==> src/rtl/img_pkg.sv <==
// Shared image-processing types: pixel and 3x3 window layout used by both the
// window generator and the downstream smoothening stage, plus the generator's
// FSM encodings and the window shift helper.
package img_pkg;

    localparam int PIX_W = 8;
    localparam int WIN_N = 9;

    typedef logic [PIX_W-1:0] pixel_t;

    // Index 0 is top-left, index 8 is bottom-right, row-major.
    typedef pixel_t [0:WIN_N-1] window_t;

    // Window generator FSM encodings.
    localparam logic [1:0] ST_IDLE = 2'd0;
    localparam logic [1:0] ST_FILL = 2'd1;
    localparam logic [1:0] ST_RUN  = 2'd2;
    localparam logic [1:0] ST_DONE = 2'd3;

    // Shift the window one column left and insert a new right-hand column
    // (top from the oldest line, bottom from the incoming pixel).
    function automatic window_t shift_window(
        input window_t w,
        input pixel_t  top,
        input pixel_t  mid,
        input pixel_t  bot
    );
        window_t r;
        r[0] = w[1];
        r[1] = w[2];
        r[2] = top;
        r[3] = w[4];
        r[4] = w[5];
        r[5] = mid;
        r[6] = w[7];
        r[7] = w[8];
        r[8] = bot;
        return r;
    endfunction

endpackage

==> src/rtl/line_buffer.sv <==
// One image row of pixel storage. Read is asynchronous from the same address
// that is written, so a read-then-overwrite happens in a single accepted cycle.
module line_buffer
    import img_pkg::*;
#(
    parameter int DEPTH = 64,
    localparam int AW = (DEPTH > 1) ? $clog2(DEPTH) : 1
) (
    input  logic          clk,
    input  logic          wr_en,
    input  logic [AW-1:0] addr,
    input  pixel_t        wr_data,
    output pixel_t        rd_data
);

    pixel_t mem_r [0:DEPTH-1];

    // Store the incoming pixel at the current column; contents are never reset.
    always_ff @(posedge clk) begin
        if (wr_en) begin
            mem_r[addr] <= wr_data;
        end
    end

    assign rd_data = mem_r[addr];

endmodule

==> src/rtl/window_3x3_gen.sv <==
// Builds 3x3 neighbourhood windows from a raster pixel stream. Two line
// buffers hold the previous two rows; a 3x3 register array shifts one column
// per accepted pixel. Windows are emitted only for interior centres.
module window_3x3_gen
    import img_pkg::*;
#(
    parameter int IMG_W = 64,
    parameter int IMG_H = 128
) (
    input  logic    clk,
    input  logic    reset,
    input  pixel_t  pix_in,
    input  logic    pix_valid,
    input  logic    stall,
    output logic    pix_ready,
    output window_t win_out,
    output logic    win_valid,
    output logic    frame_done
);

    localparam int CW = (IMG_W > 1) ? $clog2(IMG_W) : 1;
    localparam int RW = (IMG_H > 1) ? $clog2(IMG_H) : 1;

    localparam logic [CW-1:0] COL_ZERO = {CW{1'b0}};
    localparam logic [CW-1:0] COL_ONE  = CW'(1);
    localparam logic [CW-1:0] COL_TWO  = CW'(2);
    localparam logic [CW-1:0] COL_LAST = CW'(IMG_W - 1);
    localparam logic [RW-1:0] ROW_ZERO = {RW{1'b0}};
    localparam logic [RW-1:0] ROW_ONE  = RW'(1);
    localparam logic [RW-1:0] ROW_TWO  = RW'(2);
    localparam logic [RW-1:0] ROW_LAST = RW'(IMG_H - 1);

    logic          accept_s;
    logic          col_last_s;
    logic          row_last_s;
    logic          interior_s;
    logic [CW-1:0] col_r;
    logic [RW-1:0] row_r;
    logic [CW-1:0] col_next_s;
    logic [RW-1:0] row_next_s;
    logic [1:0]    state_r;
    logic [1:0]    state_next_s;
    pixel_t        lb1_rd_s;
    pixel_t        lb2_rd_s;
    window_t       win_r;
    window_t       win_shift_s;
    window_t       win_out_r;
    logic          win_valid_r;
    logic          frame_done_r;

    // Backpressure is passed straight through: nothing is taken while stalled.
    assign pix_ready  = ~stall;
    assign accept_s   = pix_valid & ~stall;
    assign col_last_s = (col_r == COL_LAST);
    assign row_last_s = (row_r == ROW_LAST);
    assign interior_s = accept_s & (row_r >= ROW_TWO) & (col_r >= COL_TWO);

    // lb1 holds row r-1; its old content cascades into lb2 (row r-2).
    line_buffer #(.DEPTH(IMG_W)) u_lb1 (
        .clk     (clk),
        .wr_en   (accept_s),
        .addr    (col_r),
        .wr_data (pix_in),
        .rd_data (lb1_rd_s)
    );

    line_buffer #(.DEPTH(IMG_W)) u_lb2 (
        .clk     (clk),
        .wr_en   (accept_s),
        .addr    (col_r),
        .wr_data (lb1_rd_s),
        .rd_data (lb2_rd_s)
    );

    assign win_shift_s = shift_window(win_r, lb2_rd_s, lb1_rd_s, pix_in);

    // Next raster position: column wraps into the next row, last pixel wraps to origin.
    always_comb begin
        col_next_s = col_r;
        row_next_s = row_r;
        if (accept_s) begin
            if (col_last_s) begin
                col_next_s = COL_ZERO;
                if (row_last_s) begin
                    row_next_s = ROW_ZERO;
                end else begin
                    row_next_s = row_r + ROW_ONE;
                end
            end else begin
                col_next_s = col_r + COL_ONE;
                row_next_s = row_r;
            end
        end else begin
            col_next_s = col_r;
            row_next_s = row_r;
        end
    end

    // Frame sequencing; a pixel taken in DONE is already at the origin and starts a new fill.
    always_comb begin
        state_next_s = state_r;
        case (state_r)
            ST_IDLE: begin
                if (accept_s) begin
                    state_next_s = ST_FILL;
                end else begin
                    state_next_s = ST_IDLE;
                end
            end
            ST_FILL: begin
                if (accept_s && (row_r == ROW_TWO) && (col_r == COL_ZERO)) begin
                    state_next_s = ST_RUN;
                end else begin
                    state_next_s = ST_FILL;
                end
            end
            ST_RUN: begin
                if (accept_s && row_last_s && col_last_s) begin
                    state_next_s = ST_DONE;
                end else begin
                    state_next_s = ST_RUN;
                end
            end
            ST_DONE: begin
                if (accept_s) begin
                    state_next_s = ST_FILL;
                end else begin
                    state_next_s = ST_IDLE;
                end
            end
            default: begin
                state_next_s = ST_IDLE;
            end
        endcase
    end

    // Raster position counters, frozen while stalled.
    always_ff @(posedge clk or negedge reset) begin
        if (!reset) begin
            col_r <= COL_ZERO;
            row_r <= ROW_ZERO;
        end else if (!stall) begin
            col_r <= col_next_s;
            row_r <= row_next_s;
        end
    end

    // FSM state and the frame_done pulse that marks the DONE cycle.
    always_ff @(posedge clk or negedge reset) begin
        if (!reset) begin
            state_r      <= ST_IDLE;
            frame_done_r <= 1'b0;
        end else if (!stall) begin
            state_r      <= state_next_s;
            frame_done_r <= (state_next_s == ST_DONE);
        end
    end

    // 3x3 shift array, advanced by one column per accepted pixel.
    always_ff @(posedge clk or negedge reset) begin
        if (!reset) begin
            win_r <= '{default: 8'd0};
        end else if (accept_s) begin
            win_r <= win_shift_s;
        end
    end

    // Output window register: loaded only for interior centres, valid for one cycle.
    always_ff @(posedge clk or negedge reset) begin
        if (!reset) begin
            win_out_r   <= '{default: 8'd0};
            win_valid_r <= 1'b0;
        end else if (!stall) begin
            win_valid_r <= interior_s;
            if (interior_s) begin
                win_out_r <= win_shift_s;
            end
        end
    end

    assign win_out    = win_out_r;
    assign win_valid  = win_valid_r;
    assign frame_done = frame_done_r;

endmodule
==> config.mk <==
export PLATFORM = sky130hd
export DESIGN_NAME = window_3x3_gen
export DESIGN_NICKNAME = d
export VERILOG_FILES = /design/src/rtl/img_pkg.sv /design/src/rtl/line_buffer.sv /design/src/rtl/window_3x3_gen.sv
export SDC_FILE = /design/constraint.sdc
export NUM_CORES = 1
export LEC_CHECK = 0
export BUFFER_PORTS_ARGS = -buffer_cell sky130_fd_sc_hd__buf_2
export CAP_MARGIN = 20
export CORE_ASPECT_RATIO = 1.5
export CORE_MARGIN = 2
export CORE_UTILIZATION = 45
export CTS_CLUSTER_SIZE = 10
export DETAILED_ROUTE_END_ITERATION = 10
export PLACE_DENSITY_LB_ADDON = 0.08
export SETUP_SLACK_MARGIN = 0.05
export SYNTH_ARGS = -nofsm -noshare
export SYNTH_HDL_FRONTEND = slang
export SYNTH_SLANG_ARGS = --single-unit
==> constraint.sdc <==
create_clock -name clk -period 5.2 [get_ports clk]
set_input_delay 0.26 -clock clk [delete_from_list [all_inputs] [get_ports clk]]
set_output_delay 0.26 -clock clk [all_outputs]
set_load 0.005 [all_outputs]
==> results.cfg, run 1 <==
[status]
outcome = complete, no violations

[floorplanning]
coreArea_um2 = 99900
fp.dieH_um = 393
start_util = 0.454
die_w_um = 263
die-area_um2 = 103000
io_pins = 87
num_rows = 142

[power]
swShare = 0.338
p_clk_frac = 0.294
peakVddDrop_mv = 0.421
power_density_nw_per_um2 = 544
leakagePower_uw = 0.0184
power.internal_uw = 18800
p_switching_uw = 9610
pwr-share-seq = 0.429
pwr-share-comb = 0.278

[layout]
fin_nets = 3042
fill_cells = 8152
stdcell_count = 4369
n_antenna_cell = 0
stdcell_area_um2 = 52200
drive_above_1_share = 0.198
areaGrowthSynthToFinish_pct = 15.1
multi_input_area_um2 = 10300
seq_area_um2 = 34200

[critical_path]
critical-path-top-delay-family = buffers and inverters
slowest_stage = nor2b_1
start_kind = flip-flop
cpPeakStageDelay_ns = 0.98
path_cells = buf_4 > nor2b_1 > a22oi_1 > o22a_1 > o221ai_1 > a222oi_1 > nand2_2 > buf_4
critPathMostFrequentCell = buf_4
crit_fanout = 64
critPathCaptureType = flip-flop
crit_required_ns = 5.63
crit_buf_inv = 2
path_class = reg2reg
arrival_ns = 4.81

[yosys]
syn_area_um2 = 45300
synth_simple_gate_area_frac = 0.0589
yosys_warnings = 0
synth_area_per_cell_um2 = 16.3
synth-compound-area-share = 0.0768
synth_top_cell_by_area = edfxtp_1
synth_common_cells = 1024 x edfxtp_1, 351 x nand2_1, 169 x mux2i_1, 137 x dfrtp_1, 126 x nor2_1
async_reset_ff_frac = 0.118
synth.distinct_cells = 77
ys_seq_area_frac = 0.754
synth_area_leaders = edfxtp_1 68%, dfrtp_1 7.6%, mux2i_1 3.7%
synth-xor-area-share = 0.00116
synth_cells = 2773
synth_top_family_by_area = multiplexers
yosys.cell_count.top_type = edfxtp_1
synth_nets = 2792
synth-edff-count = 1024
synthMuxAreaShare = 0.0868
synth_top_area_frac = 0.678
synth_fa_ha_area_frac = 0.00193
synth_seq_cells = 1161
synthFlopType = edfxtp_1

[route]
ant_nets = 0
wire_per_inst_um = 34.1
top_layer = met5
dr.pass1.iters = 5
totalWireLength_um = 149000
vias = 27200
dr_wl_met3_um = 10700
drc = 0
drt-initial-drc-count = 3311
dr_wl_met2_um = 72300
viasPerCell = 6.22
wl_met1_um = 56400

[cts]
cts-htree-levels = 4
clk_latency_ns = 0.76
cts_buffers = 134
clock_sinks = 1161
cts_buffer_depth = 3
clk_pin_slew_ns = 0.06
cts_tree = done
ctsResizeCount = 0
cts-root-buf = clkbuf_16

[placed_design]
numPlacedInstances = 4180
gp_congestion = 0.910
io_buffers = 86
dpl_cell_area_um2 = 48400
dp_hpwl_um = 92000

[sta]
clock.fmax_mhz = 229
fin_crit_sh = 0.841
slew_headroom = 0.212
setup_viol = 0
worst_pin_slew_ns = 1.18
maxSlewViolCount = 0
hold_violations = 0
min_period_ns = 4.38
tns_ns = 0
rsz0062_at_grt = no
skew_ns = 0.0266

[global_route]
grt_pass1_wl_um = 208000
grt_max_degree = 84
grt_pass1_vias = 27000
antenna_found_initial = 2
grt.total_usage = 0.290
gr-total-overflow = 0

[flow_run]
maxCapViolCount = 0

[min_path]
min_path_type = in2reg
## final timing paths
path,startpoint,endpoint,slack (ns),depth (start not counted)
min in group asynchronous,reset,win_out[4],0.15,2
max,col_r[1],u_lb2.mem_r[15][5],0.82,8
min,pix_valid,col_r[0],0.06,4
min reg2reg,win_r[60],win_out[68],0.46,2
max reg2reg,col_r[1],u_lb2.mem_r[15][5],0.82,8
max in group asynchronous,reset,win_out[23],3.80,3
## state kept, by name, indices dropped and copies added, names as in the netlist
register / count
u_lb1.mem_r: 512
u_lb2.mem_r: 512
win_out: 72
win_r: 48
row_r: 7
col_r: 6
state_r: 2
frame_done: 1
win_valid: 1
## through the flow
step | utilization | hold WS, ns | total power [uW] | setup WS (ns)
global route | 0.522 | 0.0501 | 29100 | 0.697
CTS | 0.522 | 0.0101 | 28500 | 0.874
detailed placement | 0.485 | 0.383 | 20200 | 0.927
finish | 0.522 | 0.0606 | 28400 | 0.824
global placement | 0.485 | 0.364 | 20000 | 0.691
floorplan | - | -0.0356 | 16100 | 1.43
## cell type report
cell class | instances | share of cell area
well taps | 1296 | 0.0311
flip-flops and latches | 1161 | 0.655
inverters | 22 | 0.00158
clock inverters | 12 | 0.00240
multi-input cells | 1410 | 0.197
clock buffers | 174 | 0.0684
repair buffers | 294 | 0.0436
## worst min-delay path, stage by stage
cell	delay, ns
buf_2	0.11
nand2_2	0.11
nor2_1	0.10
o21a_1	0.19
## cells by family after synthesis
family,count (synthesis)
mux,305
buf+inv,202
fa+ha+maj,7
compound gates,483
simple gates,609
xor+xnor,6
flops,1161
## what timing repair did
item | in CTS | in global routing
setup buffers | 0 | 0
hold buffers | 2 | 0
hold endpoints to repair | 86 | 0
endpoints found under the setup margin | 0 | 0
## layer usage
metal | vias to the layer above | global-route usage
li1 | 11300 | -
met1 | 14100 | 0.361
met2 | 1391 | 0.477
met3 | 351 | 0.0517
met4 | 2 | 0.168
met5 | - | 0
## layout by cell type, fill, tap and decap left out, types with 9 or more instances in the layout
cell type	instances
a211oi_1	17
nand2b_1	9
o31ai_1	12
inv_1	16
nand2_1	349
o221ai_1	9
buf_4	183
a31oi_1	29
clkbuf_1	37
and3_1	11
o22ai_1	63
mux4_2	60
a21oi_1	57
clkbuf_16	137
nor2_1	124
a22oi_1	70
buf_2	86
buf_12	22
o2bb2ai_1	12
a22o_1	26
nand3_1	18
nor2b_1	15
dfrtp_1	134
a221o_1	19
a222oi_1	12
o21ai_0	56
mux2i_1	169
mux2_2	69
a221oi_1	34
edfxtp_1	1024
o22a_1	11
o32ai_1	13
## power by group through the flow
stage	registers, uW	logic (uW)	clock network (uW)
after floorplan	12200	3900	0
after global placement	12300	7690	0
after detailed placement	12400	7810	0
after CTS	12200	7830	8460
after global routing	12200	8140	8790
final	12200	7890	8330
(Power assumes the default switching activity.)
==> run 2, diff against run 1 <==
==> constraint.sdc (replaced) <==
create_clock -name clk -period 4.21 [get_ports clk]
set_input_delay 0.2105 -clock clk [delete_from_list [all_inputs] [get_ports clk]]
set_output_delay 0.2105 -clock clk [all_outputs]
set_load 0.005 [all_outputs]
==> run 2 against run 1 <==
Net effect:
- clock skew down 0.0035 ns
- setup slack worse by 0.80 ns
- sequential cell count unchanged
- non-clock buffer count up 50
- worst hold slack worse by 0.027 ns
- highest routed layer unchanged
- critical endpoint is now win_out[51]
- clock power up 24%
- first-iteration DRC count down 7.6%
- largest cell class unchanged
- via count up 0.40%
- routed wire length down 0.88%
- register-to-register slack worse by 0.80 ns
==> results.cfg, run 2 (same netlist as run 1, synthesis figures left out) <==
[layout]
multi_input_area_um2 = 10300
final_cell_mix = 1024 x edfxtp_1, 349 x nand2_1, 216 x buf_4, 169 x mux2i_1, 141 x clkbuf_16
fill_cells = 8018
seq_area_um2 = 34200
layout_commonest_cell = edfxtp_1
areaGrowthSynthToFinish_pct = 16.4
drive_above_1_share = 0.210
fin_nets = 3092

[placed_design]
dp_hpwl_um = 94500
io_buffers = 86
gp_congestion = 0.894

[power]
leakagePower_uw = 0.0187
pwr-share-seq = 0.421
power.internal_uw = 23800
total_power_uw = 35600
p_clk_frac = 0.289
peakVddDrop_mv = 0.485
power_density_nw_per_um2 = 676
pwr-share-comb = 0.290
swShare = 0.332
p_switching_uw = 11800

[global_route]
grt_pass1_vias = 27200
grt_pass1_wl_um = 208000
grt_max_degree = 78
grt.total_usage = 0.288
antenna_found_initial = 7
gr-total-overflow = 0

[floorplanning]
io_pins = 87
die-area_um2 = 103000
coreArea_um2 = 99900
die_w_um = 263
start_util = 0.454
fp.dieH_um = 393
num_rows = 142

[critical_path]
critPathCaptureType = flip-flop
crit_fanout = 31
setup.worst_path.start = col_r[0]
path_class = reg2reg
reg2reg_from = col_r[0]
arrival_ns = 4.75
crit_required_ns = 4.78
start_kind = flip-flop

[status]
outcome = complete, no violations

[sta]
worst_pin_slew_ns = 1.17
clock.fmax_mhz = 239
slew_headroom = 0.220
min_period_ns = 4.18
fin_crit_sh = 0.993
setup_viol = 0
maxSlewViolCount = 0
skew_ns = 0.0231
tns_ns = 0
rsz0062_at_grt = no
hold_violations = 0

[route]
dr.pass1.iters = 7
wire_per_inst_um = 33.5
drc = 0
viasPerCell = 6.19
drt-initial-drc-count = 3061
totalWireLength_um = 148000
vias = 27300
ant_nets = 0

[cts]
cts_buffers = 134
cts_buffer_depth = 3
cts-htree-levels = 4
clk_latency_ns = 0.75
clock_sinks = 1161
cts_tree = done
post-cts-setup-buffers = 0
cts-root-buf = clkbuf_16
clk_pin_slew_ns = 0.05

[flow_run]
maxCapViolCount = 0

[min_path]
hold_start = pix_in[2]
min_path_type = in2reg
[run 2: changes by cell type in the layout (fill, tap and decap cells not counted), moves of 2 or more]
cell / previous run / this run
clkinv_1: 2 / 0
clkinv_8: 4 / 0
inv_6: 6 / 2
dlygate4sd3_1: 2 / 5
clkbuf_16: 137 / 141
clkbuf_1: 37 / 33
buf_12: 22 / 37
buf_4: 183 / 216
[run 2: through the flow]
| stage | utilization | std cells | hold WS, ns | worst slack [ns] | instance area (um^2) |
|---|---|---|---|---|---|
| 6_report | 0.528 | 4411 | 0.0332 | 0.0278 | 52800 |
| 5_1_grt | 0.528 | 4410 | 0.0268 | 0.0847 | 52800 |
| 4_1_cts | 0.528 | 4410 | 0.00652 | 0.0758 | 52700 |
| 3_5_place_dp | 0.491 | 4228 | 0.299 | 0.0986 | 49000 |
| 3_3_place_gp | 0.491 | 4228 | 0.286 | 0.0875 | 49000 |
| 2_1_floorplan | - | 2773 | -0.0851 | 0.445 | 45300 |
[run 2: area by class of cell]
class	count	share of cell area
tap	1296	0.0307
antenna	1	0.0000474
timing repair buffer	344	0.0540
clock buffer	174	0.0692
sequential	1161	0.648
clock inverter	3	0.000901
inverter	22	0.00157
multi-input combinational	1410	0.195
[run 2: repair_timing]
| item | 4_1_cts | 5_1_grt |
|---|---|---|
| hold endpoints to repair | 102 | 0 |
| endpoints found under the setup margin | 0 | 66 |
| resized for setup | 0 | 3 |
| hold buffers | 5 | 0 |
[run 2: worst paths after layout]
check | slack (ns) | cells past startpoint | to
setup reg to reg | 0.03 | 8 | win_out[51]
max in group asynchronous | 3.13 | 3 | win_r[15]
min in group asynchronous | 0.09 | 2 | win_r[13]
hold reg to reg | 0.46 | 2 | win_out[68]
setup / recovery | 0.03 | 8 | win_out[51]
hold / removal | 0.03 | 1 | u_lb1.mem_r[55][2]
[run 2: layer usage]
metal / up-vias / GRT usage / part of all wire
li1: 11400 / - / -
met1: 14300 / 0.355 / 0.38
met2: 1297 / 0.485 / 0.49
met3: 323 / 0.0555 / 0.075
met4: 8 / 0.144 / 0.055
met5: - / 0 / 0.00037
[run 2: power by group through the flow]
stage               Sequential [uW]  Combinational [uW]  Clock (uW)
detailed placement            15200               10200           0
global placement              15200               10100           0
floorplan                     15000                4820           0
CTS                           15000               10300       10500
global route                  15000               10700       10900
finish                        15000               10300       10300
[run 2: critical path, stage by stage, from the launching register on]
cell and delay [ns]:
dfrtp_4 0.85, buf_12 0.29, nor2b_2 0.08, buf_4 0.28
a221o_1 0.40, a222oi_1 0.78, o22ai_1 0.17, nor4_1 0.90
o21ai_0 0.17
